<file path="config.mk">
export PLATFORM = sky130hd
export DESIGN_NAME = mem_arbiter
export DESIGN_NICKNAME = d
export VERILOG_FILES = /design/src/rtl/mem_arbiter_pkg.sv /design/src/rtl/mem_arbiter.sv
export SDC_FILE = /design/constraint.sdc
export NUM_CORES = 1
export LEC_CHECK = 0
export CELL_PAD_IN_SITES_DETAIL_PLACEMENT = 1
export CELL_PAD_IN_SITES_GLOBAL_PLACEMENT = 1
export CORE_MARGIN = 2
export CORE_UTILIZATION = 30
export CTS_CLUSTER_DIAMETER = 60
export DETAILED_ROUTE_END_ITERATION = 6
export PLACE_DENSITY = 0.66
export SETUP_SLACK_MARGIN = 0.5
export SLEW_MARGIN = 0
export SYNTH_ARGS = -nofsm -noshare
export SYNTH_HDL_FRONTEND = slang
export SYNTH_SLANG_ARGS = --single-unit
</file>
<file path="constraint.sdc">
create_clock -name clk_in -period 12.4 [get_ports clk_in]
set_input_delay 2.48 -clock clk_in [delete_from_list [all_inputs] [get_ports clk_in]]
set_output_delay 2.48 -clock clk_in [all_outputs]
set_load 0.05 [all_outputs]
</file>
<file path="src/rtl/mem_arbiter_pkg.sv">
// mem_arbiter_pkg
// Shared definitions for the instruction-fetch / load-store arbiter in front
// of the byte-wide RAM: bus widths, mem_len encodings, FSM state encodings,
// stall-request enables and the small byte-lane helpers used for assembly.
package mem_arbiter_pkg;

    localparam int unsigned ADDR_W = 32;
    localparam int unsigned DATA_W = 32;
    localparam int unsigned BYTE_W = 8;
    // Byte counter must reach 4 (the capture-only cycle of a word read).
    localparam int unsigned CNT_W  = 3;

    // Stall-request enables towards the stage-register stall controller.
    localparam logic STALL_IF_EN  = 1'b1;
    localparam logic STALL_MEM_EN = 1'b1;

    typedef enum logic [1:0] {
        LEN_BYTE = 2'd0,
        LEN_HALF = 2'd1,
        LEN_WORD = 2'd2,
        LEN_RSVD = 2'd3
    } mem_len_e;

    typedef enum logic [1:0] {
        ST_IDLE  = 2'd0,
        ST_READ  = 2'd1,
        ST_WRITE = 2'd2,
        ST_DONE  = 2'd3
    } state_e;

    typedef enum logic {
        PORT_IF  = 1'b0,
        PORT_MEM = 1'b1
    } port_e;

    // Number of bytes moved for a given mem_len; the reserved code is a word.
    function automatic logic [CNT_W-1:0] len_to_bytes(input logic [1:0] len);
        logic [CNT_W-1:0] n;
        case (len)
            LEN_BYTE: n = 3'd1;
            LEN_HALF: n = 3'd2;
            LEN_WORD: n = 3'd4;
            default:  n = 3'd4;
        endcase
        return n;
    endfunction

    // Little-endian insert of one byte into lane idx of a word.
    function automatic logic [DATA_W-1:0] insert_byte(input logic [DATA_W-1:0] word,
                                                      input logic [BYTE_W-1:0] data,
                                                      input logic [1:0]        idx);
        logic [DATA_W-1:0] res;
        res = word;
        res[{idx, 3'b000} +: BYTE_W] = data;
        return res;
    endfunction

    // Little-endian extract of byte lane idx from a word.
    function automatic logic [BYTE_W-1:0] extract_byte(input logic [DATA_W-1:0] word,
                                                       input logic [1:0]        idx);
        return word[{idx, 3'b000} +: BYTE_W];
    endfunction

endpackage

</file>
<file path="src/rtl/mem_arbiter.sv">
// mem_arbiter
// Arbitrates an instruction-fetch word-read port and a load/store port onto
// one byte-wide synchronous RAM. Each transaction is serialised byte by byte,
// little-endian, with the address wrapping modulo 2^32.
//
// Ports
//   clk_in, rst_in            clock, asynchronous active-low reset
//   if_req/if_addr            fetch request (always 4 bytes)
//   if_data/if_done           fetched word (held) and one-cycle completion
//   mem_req/mem_we/mem_len    load/store request, direction, size
//   mem_addr/mem_wdata        load/store address and store data
//   mem_rdata/mem_done        loaded data (held) and one-cycle completion
//   ram_addr/ram_wr/ram_dout  RAM byte address, write strobe, write byte
//   ram_din                   RAM read byte for the previous cycle's address
//   stallReqIF/stallReqMEM    request pending and not yet done
//
// Timing: all RAM-side outputs and done flags are registered from next-state
// values. A read presents N addresses, then spends one capture-only cycle
// (ram_din lags by one cycle), so done follows the grant edge by N+1 edges;
// a write completes after N edges.
module mem_arbiter
    import mem_arbiter_pkg::*;
(
    input  logic              clk_in,
    input  logic              rst_in,
    input  logic              if_req,
    input  logic [ADDR_W-1:0] if_addr,
    output logic [DATA_W-1:0] if_data,
    output logic              if_done,
    input  logic              mem_req,
    input  logic              mem_we,
    input  logic [1:0]        mem_len,
    input  logic [ADDR_W-1:0] mem_addr,
    input  logic [DATA_W-1:0] mem_wdata,
    output logic [DATA_W-1:0] mem_rdata,
    output logic              mem_done,
    output logic [ADDR_W-1:0] ram_addr,
    output logic              ram_wr,
    output logic [BYTE_W-1:0] ram_dout,
    input  logic [BYTE_W-1:0] ram_din,
    output logic              stallReqIF,
    output logic              stallReqMEM
);

    state_e            state_q,     state_d;
    port_e             port_q,      port_d;
    port_e             last_q,      last_d;
    logic [ADDR_W-1:0] base_q,      base_d;
    logic [CNT_W-1:0]  n_q,         n_d;
    logic [CNT_W-1:0]  cnt_q,       cnt_d;
    logic [DATA_W-1:0] wdata_q,     wdata_d;
    logic [DATA_W-1:0] work_q,      work_d;
    logic [DATA_W-1:0] if_data_q,   if_data_d;
    logic [DATA_W-1:0] mem_rdata_q, mem_rdata_d;
    logic              if_done_q,   if_done_d;
    logic              mem_done_q,  mem_done_d;
    logic [ADDR_W-1:0] ram_addr_q,  ram_addr_d;
    logic              ram_wr_q,    ram_wr_d;
    logic [BYTE_W-1:0] ram_dout_q,  ram_dout_d;
    logic [1:0]        cap_idx_s;
    logic              grant_mem_s;

    // Byte lane receiving ram_din: the byte presented one cycle earlier.
    assign cap_idx_s = cnt_q[1:0] - 2'd1;

    // MEM wins when it is alone, or on a tie when IF was granted last.
    assign grant_mem_s = mem_req && (!if_req || (last_q == PORT_IF));

    // Next-state, datapath and registered-output computation.
    always_comb begin
        state_d     = state_q;
        port_d      = port_q;
        last_d      = last_q;
        base_d      = base_q;
        n_d         = n_q;
        cnt_d       = cnt_q;
        wdata_d     = wdata_q;
        work_d      = work_q;
        if_data_d   = if_data_q;
        mem_rdata_d = mem_rdata_q;
        if_done_d   = 1'b0;
        mem_done_d  = 1'b0;
        ram_addr_d  = {ADDR_W{1'b0}};
        ram_wr_d    = 1'b0;
        ram_dout_d  = {BYTE_W{1'b0}};

        case (state_q)
            ST_IDLE: begin
                if (grant_mem_s) begin
                    port_d  = PORT_MEM;
                    last_d  = PORT_MEM;
                    base_d  = mem_addr;
                    n_d     = len_to_bytes(mem_len);
                    wdata_d = mem_wdata;
                    work_d  = {DATA_W{1'b0}};
                    cnt_d   = {CNT_W{1'b0}};
                    state_d = mem_we ? ST_WRITE : ST_READ;
                end else if (if_req) begin
                    port_d  = PORT_IF;
                    last_d  = PORT_IF;
                    base_d  = if_addr;
                    n_d     = 3'd4;
                    wdata_d = {DATA_W{1'b0}};
                    work_d  = {DATA_W{1'b0}};
                    cnt_d   = {CNT_W{1'b0}};
                    state_d = ST_READ;
                end else begin
                    state_d = ST_IDLE;
                end
            end
            ST_READ: begin
                // Cycles 1..N each carry the byte addressed in the cycle before.
                if (cnt_q != {CNT_W{1'b0}}) begin
                    work_d = insert_byte(work_q, ram_din, cap_idx_s);
                end else begin
                    work_d = work_q;
                end
                if (cnt_q == n_q) begin
                    state_d = ST_DONE;
                    if (port_q == PORT_IF) begin
                        if_data_d = work_d;
                        if_done_d = 1'b1;
                    end else begin
                        mem_rdata_d = work_d;
                        mem_done_d  = 1'b1;
                    end
                end else begin
                    cnt_d = cnt_q + 3'd1;
                end
            end
            ST_WRITE: begin
                if (cnt_q == (n_q - 3'd1)) begin
                    state_d = ST_DONE;
                    if (port_q == PORT_IF) begin
                        if_done_d = 1'b1;
                    end else begin
                        mem_done_d = 1'b1;
                    end
                end else begin
                    cnt_d = cnt_q + 3'd1;
                end
            end
            ST_DONE: begin
                // Never grant here, so a requester dropping req on done is safe.
                state_d = ST_IDLE;
            end
            default: begin
                state_d = ST_IDLE;
            end
        endcase

        // RAM bus for the coming cycle; quiet outside address-issuing cycles.
        if (((state_d == ST_READ) && (cnt_d < n_d)) || (state_d == ST_WRITE)) begin
            ram_addr_d = base_d + {{(ADDR_W-CNT_W){1'b0}}, cnt_d};
        end else begin
            ram_addr_d = {ADDR_W{1'b0}};
        end
        if (state_d == ST_WRITE) begin
            ram_wr_d   = 1'b1;
            ram_dout_d = extract_byte(wdata_d, cnt_d[1:0]);
        end else begin
            ram_wr_d   = 1'b0;
            ram_dout_d = {BYTE_W{1'b0}};
        end
    end

    // State and output registers; reset abandons any transaction silently.
    always_ff @(posedge clk_in or negedge rst_in) begin
        if (!rst_in) begin
            state_q     <= ST_IDLE;
            port_q      <= PORT_IF;
            last_q      <= PORT_IF;
            base_q      <= {ADDR_W{1'b0}};
            n_q         <= {CNT_W{1'b0}};
            cnt_q       <= {CNT_W{1'b0}};
            wdata_q     <= {DATA_W{1'b0}};
            work_q      <= {DATA_W{1'b0}};
            if_data_q   <= {DATA_W{1'b0}};
            mem_rdata_q <= {DATA_W{1'b0}};
            if_done_q   <= 1'b0;
            mem_done_q  <= 1'b0;
            ram_addr_q  <= {ADDR_W{1'b0}};
            ram_wr_q    <= 1'b0;
            ram_dout_q  <= {BYTE_W{1'b0}};
        end else begin
            state_q     <= state_d;
            port_q      <= port_d;
            last_q      <= last_d;
            base_q      <= base_d;
            n_q         <= n_d;
            cnt_q       <= cnt_d;
            wdata_q     <= wdata_d;
            work_q      <= work_d;
            if_data_q   <= if_data_d;
            mem_rdata_q <= mem_rdata_d;
            if_done_q   <= if_done_d;
            mem_done_q  <= mem_done_d;
            ram_addr_q  <= ram_addr_d;
            ram_wr_q    <= ram_wr_d;
            ram_dout_q  <= ram_dout_d;
        end
    end

    assign if_data   = if_data_q;
    assign if_done   = if_done_q;
    assign mem_rdata = mem_rdata_q;
    assign mem_done  = mem_done_q;
    assign ram_addr  = ram_addr_q;
    assign ram_wr    = ram_wr_q;
    assign ram_dout  = ram_dout_q;

    // Gated by rst_in so every output reads zero while reset is held.
    assign stallReqIF  = STALL_IF_EN  & rst_in & if_req  & ~if_done_q;
    assign stallReqMEM = STALL_MEM_EN & rst_in & mem_req & ~mem_done_q;

endmodule

</file>
== Word-level counts from Yosys, hierarchy flattened ==
Cells that the tools add are included.

* Input port bits: 111
* Logic and storage cells: 92
* Output and inout port bits: 109
* Register bits: 212

* Bitwise operators: 7
* Multiplexer cells: 39
* Add/sub/neg operators: 5
* $lt $le $gt $ge: 1
* Equality and inequality tests: 9
* Shifts and indexed selects: 3
* Reduce and logical (&&, ||, !) cells: 14

{| class="wikitable"
|+ Operators with widths
! kind !! count
|-
| $mux 32 || 10
|-
| $pmux 32 s2 || 1
|-
| $add 32x3->32 || 1
|-
| $bwmux 32 || 1
|-
| $shift 8x7->32 const A || 1
|-
| $shiftx 32x6->8 || 1
|-
| $shiftx 8x7->32 || 1
|-
| $mux 3 || 7
|-
| $mux 1 || 10
|-
| $pmux 3 s3 || 1
|-
| $mux 2 || 4
|-
| $mux 8 || 1
|-
| $pmux 2 s4 || 1
|-
| $neg 5->7 || 1
|-
| $eq 2x1->1 const B || 3
|-
| $eq 2x2->1 const B || 3
|-
| $eq 3x3->1 || 2
|-
| $pmux 3 s2 || 1
|-
| $reduce_and 3->1 || 2
|-
| $and 1x1->1 || 4
|-
| $logic_not 2->1 || 2
|-
| $pmux 1 s2 || 2
|-
| $reduce_and 2->1 || 2
|-
| $reduce_bool 2->1 || 2
|-
| other kinds (10) || 14
|}

== Logic depth before layout (Yosys ltp) ==
* Depth in word-level cells: 9
* Mapped depth: 19
* Gate-level depth less buffers: 15

== Worst setup path before layout ==
No wires, ideal clock.

* Path kind: in2reg
* From: input port if_req
* To: register ram_addr_q[22] (netlist: ram_addr[22])
* Stages on the path: 16
* Data arrival time: 5868 ps
* Path slack: 6392 ps
* Required time: 12260 ps
* Path buffers: 5
* Cells stage by stage: o21ai_1 > buf_2 > clkbuf_1 > clkbuf_1 > clkbuf_1 > a222oi_1 > inv_1 > ha_1 > fa_1 > a21oi_1 > a21oi_1 > nand4_1 > or4_1 > clkbuf_1 > o311ai_0 > o41ai_1

{| class="wikitable"
|+ RTL lines
! element !! line !! source
|-
| from (decl) || mem_arbiter.sv:26 || <nowiki>input logic if_req,</nowiki>
|-
| $logic_not 1->1 || mem_arbiter.sv:67 || <nowiki>assign grant_mem_s = mem_req && (!if_req || (last_q == PORT_IF));</nowiki>
|-
| $logic_or 1x1->1 || mem_arbiter.sv:67 ||
|-
| $logic_and 1x1->1 || mem_arbiter.sv:67 ||
|-
| $mux 32 * || mem_arbiter.sv:89 || <nowiki>if (grant_mem_s) begin</nowiki>
|-
| $mux 32 * || mem_arbiter.sv:87 || <nowiki>case (state_q)</nowiki>
|-
| net base_d[0] || mem_arbiter.sv:48 || <nowiki>logic [ADDR_W-1:0] base_q, base_d;</nowiki>
|-
| $add 32x3->32 * || mem_arbiter.sv:154 || <nowiki>ram_addr_d = base_d + {{(ADDR_W-CNT_W){1'b0}}, cnt_d};</nowiki>
|-
| $mux 32 * || mem_arbiter.sv:153 || <nowiki>if (((state_d == ST_READ) && (cnt_d < n_d)) || (state_d == ST_WRITE)) begin</nowiki>
|-
| net ram_addr_d[22] || mem_arbiter.sv:57 || <nowiki>logic [ADDR_W-1:0] ram_addr_q, ram_addr_d;</nowiki>
|-
| to (signal assigned) || mem_arbiter.sv:182 || <nowiki>ram_addr_q <= {ADDR_W{1'b0}};</nowiki>
|-
| to (signal assigned) || mem_arbiter.sv:198 || <nowiki>ram_addr_q <= ram_addr_d;</nowiki>
|-
| to (decl) || mem_arbiter.sv:57 ||
|}

Mark *: on every way through the listed nets, which the timed path passes. The rest lies on a longest branch.
A chain may end at the register's enable or synchronous reset.

== Final worst setup path ==
* From: input port rst_in
* To: output port stallReqIF

* Longest elaborated chain between the ends: 2

{| class="wikitable"
|+ Ends and longest elaborated chain
! element !! line !! source
|-
| from (decl) || mem_arbiter.sv:25 || <nowiki>input logic rst_in,</nowiki>
|-
| $and 1x1->1 (2 in series) || mem_arbiter.sv:213 || <nowiki>assign stallReqIF = STALL_IF_EN & rst_in & if_req & ~if_done_q;</nowiki>
|-
| to (decl) || mem_arbiter.sv:41 || <nowiki>output logic stallReqIF,</nowiki>
|}

No other way between the ends.

==> impl_metrics.ini <==
[cells_and_area]
seq_area_um2 = 5310
synthToLayoutAreaGrowth_pct = 36.4
stdcell_area_um2 = 12800
final_nets = 1192
most-common-layout-cells = 218 x clkdlybuf4s50_1, 212 x dfrtp_1, 68 x nand2_1
layout-drive-gt1-share_pct = 5.83
fillers = 3387
final_common_cell = clkdlybuf4s50_1
multi_input_area_um2 = 3780

[global_route]
grtUsageTotal_pct = 17.5
gr-total-overflow = 0
grt_max_degree = 112
grt_first_pass_wirelength_mm = 46.4
antenna_found_initial = 5
grt_pass1_vias = 8222

[critical_path]
cp.required_ns = 9.92
cp_max_fo = 111
crit_type = input pin to output port
critPathArrivalTime_ns = 4.17
cp-start-kind = input pin
end_kind = output port

[logic_synthesis]
ys_types = 57
synth-edff-count = 0
ys_seq_area_share_pct = 56.4
avgSynthCellArea_um2 = 10.9
synth_flop_cell = dfrtp_1
synth_nets = 991
syn_area_um2 = 9410
postSynth.asyncResetShare_pct = 100
ys_ff_latch = 212
yosysWarnings = 0
syn_inst = 863

[drt]
wl_met2_mm = 13.5
first_pass_iters = 6
wire_per_inst_um = 19.3
vias = 7679
wl_met3_mm = 1.66
met1_length_mm = 12.9
drtIter0Drc = 261
wirelength_mm = 28.6
ant_nets = 0
drc = 0
highest_layer = met5
viasPerCell = 5.19

[sta]
hold_viol = 0
post-route-period-util_pct = 53.7
final_max_slew_viol_count = 0
setup_viol = 0
period_needed_ns = 6.65
slew_headroom_pct = 27.8
finClkSkew_ns = 0.0176
rsz0062_at_grt = no
max_freq_ghz = 0.150
worst_hold_slack_ns = 0.481
tns_ns = 0
tightest_slew_ns = 1.08

[cts]
cts-resized-gates = 0
cts_buffers = 26
post_cts_buffers = 0
cts_sinks = 212
cts_hold_buf = 0
cts_root_buf = clkbuf_16
h-tree-depth = 1
clock_path_buffers = 3
clk_latency_ns = 0.53
cts_tree = done
clk_pin_slew_ns = 0.05

[power]
p_seq_share_pct = 29.4
p_sw_share_pct = 44.1
p_per_area_nw_per_um2 = 283
switchingPower_mw = 1.60
comb_power_share_pct = 49.7
power_leakage_nw = 5.53
power_frac_clock_pct = 20.9
power.internal_mw = 2.03
ir_drop_uv = 147

[floorplanning]
die_w_um = 181
core_um2 = 30700
ios = 220
start_util_pct = 30.6
row_count = 64
fp.dieArea_um2 = 32800
die-height_um = 181

[placed_design]
io_buffers = 219
placed_area_um2 = 12000
place_congestion = 0.781
dp_hpwl_mm = 20.1

[hold_path]
worst_hold_path_type = register to register

[status]
status = finished clean

[run]
cap_violations = 0
critical path: stages:
cell and delay, ns:
buf_8 0.57, nand2_1 0.11, nor2_1 0.12, clkdlybuf4s50_1 0.80
per-stage QoR:
stage	util, %	std cells	total power [mW]	setup slack [ns]
2_1_floorplan	-	863	2.31	6.39
3_3_place_gp	38.9	1432	2.87	5.46
3_5_place_dp	38.9	1432	2.91	5.29
4_1_cts	41.7	1477	3.69	5.68
5_1_grt	41.7	1477	3.87	5.37
6_report	41.7	1480	3.64	5.75
flip-flops by register name, indices dropped and copies added (netlist names):
signal and flops:
base_q 32, if_data 32, mem_rdata 32, ram_addr 32, wdata_q 32, work_q 32
ram_dout 8, cnt_q 3, n_q 3, state_q 2, if_done 1, last_q 1
mem_done 1, ram_wr 1
cell usage after synthesis, drive strengths merged (2+ instances only):
cell    count  area [um^2]
a21bo       2         20.0
a21o       13         97.6
a21oi      52          260
a221o      11          110
a222oi      8         80.1
a22o       65          569
a22oi      37          278
a31oi       2         12.5
a32o        4         40.0
a32oi       6         52.6
and2       26          164
buf        29          135
clkbuf     31          116
dfrtp     212         5310
ha         16          200
inv        24         90.1
mux2i      21          210
nand2      69          259
nand2b     19          119
nand3      24          120
nand4       8         50.1
nor2       59          221
nor2b       3         18.8
nor3       12         60.1
nor3b       6         45.0
nor4        5         46.3
nor4b       2         17.5
o211ai     10         75.1
o21ai      35          175
o22ai       3         18.8
o311ai      3         26.3
o31ai       4         30.0
o41ai       4         35.0
or3         3         18.8
or4         4         30.0
xnor2      11         96.3
xor2        6         52.6
power by group through the flow:
stage / combinational (mW) / clock [mW] / sequential [mW]
after floorplan: 0.793 / 0 / 1.52
after global placement: 1.79 / 0 / 1.08
after detailed placement: 1.82 / 0 / 1.08
after CTS: 1.83 / 0.782 / 1.08
after global routing: 1.96 / 0.805 / 1.11
final: 1.81 / 0.760 / 1.07
cells by family (layout without fill, tap and decap cells):
group | Yosys count | after routing | synth area share, %
flip-flops | 212 | 212 | 56.4
other | 0 | 3 | 0
AND/OR/NAND/NOR | 244 | 244 | 12.8
adder cells (fa/ha/maj) | 17 | 17 | 2.34
XOR/XNOR | 18 | 18 | 1.83
multiplexers | 21 | 21 | 2.23
buffers and inverters | 84 | 302 | 3.63
AO/OA/AOI/OAI | 267 | 267 | 20.8
path summary, 6_finish.rpt:
check	start	end	slack, ns	cells after the start
setup / recovery	rst_in	stallReqIF	5.75	4
hold / removal	mem_rdata[6]	mem_rdata[6]	0.48	2
setup reg to reg	state_q[1]	ram_addr[20]	7.66	14
hold reg to reg	mem_rdata[6]	mem_rdata[6]	0.48	2
max in group asynchronous	rst_in	ram_addr[23]	9.06	2
min in group asynchronous	rst_in	mem_rdata[28]	2.00	1
per-layer routing:
| metal | track usage (%) | vias up |
|---|---|---|
| met5 | 0 | - |
| met4 | 3.58 | 2 |
| met3 | 4.03 | 41 |
| met2 | 29.3 | 210 |
| met1 | 23.3 | 3867 |
| li1 | - | 3559 |
area by class of cell:
cell class	count	share of cell area [%]
diodes	3	0.0585
inverters	24	0.702
flip-flops and latches	212	41.3
multi-input cells	567	29.5
clock inverters	9	0.819
well taps	396	3.86
clock buffers	36	5.84
repair buffers	233	17.9
(Power assumes the default switching activity.)
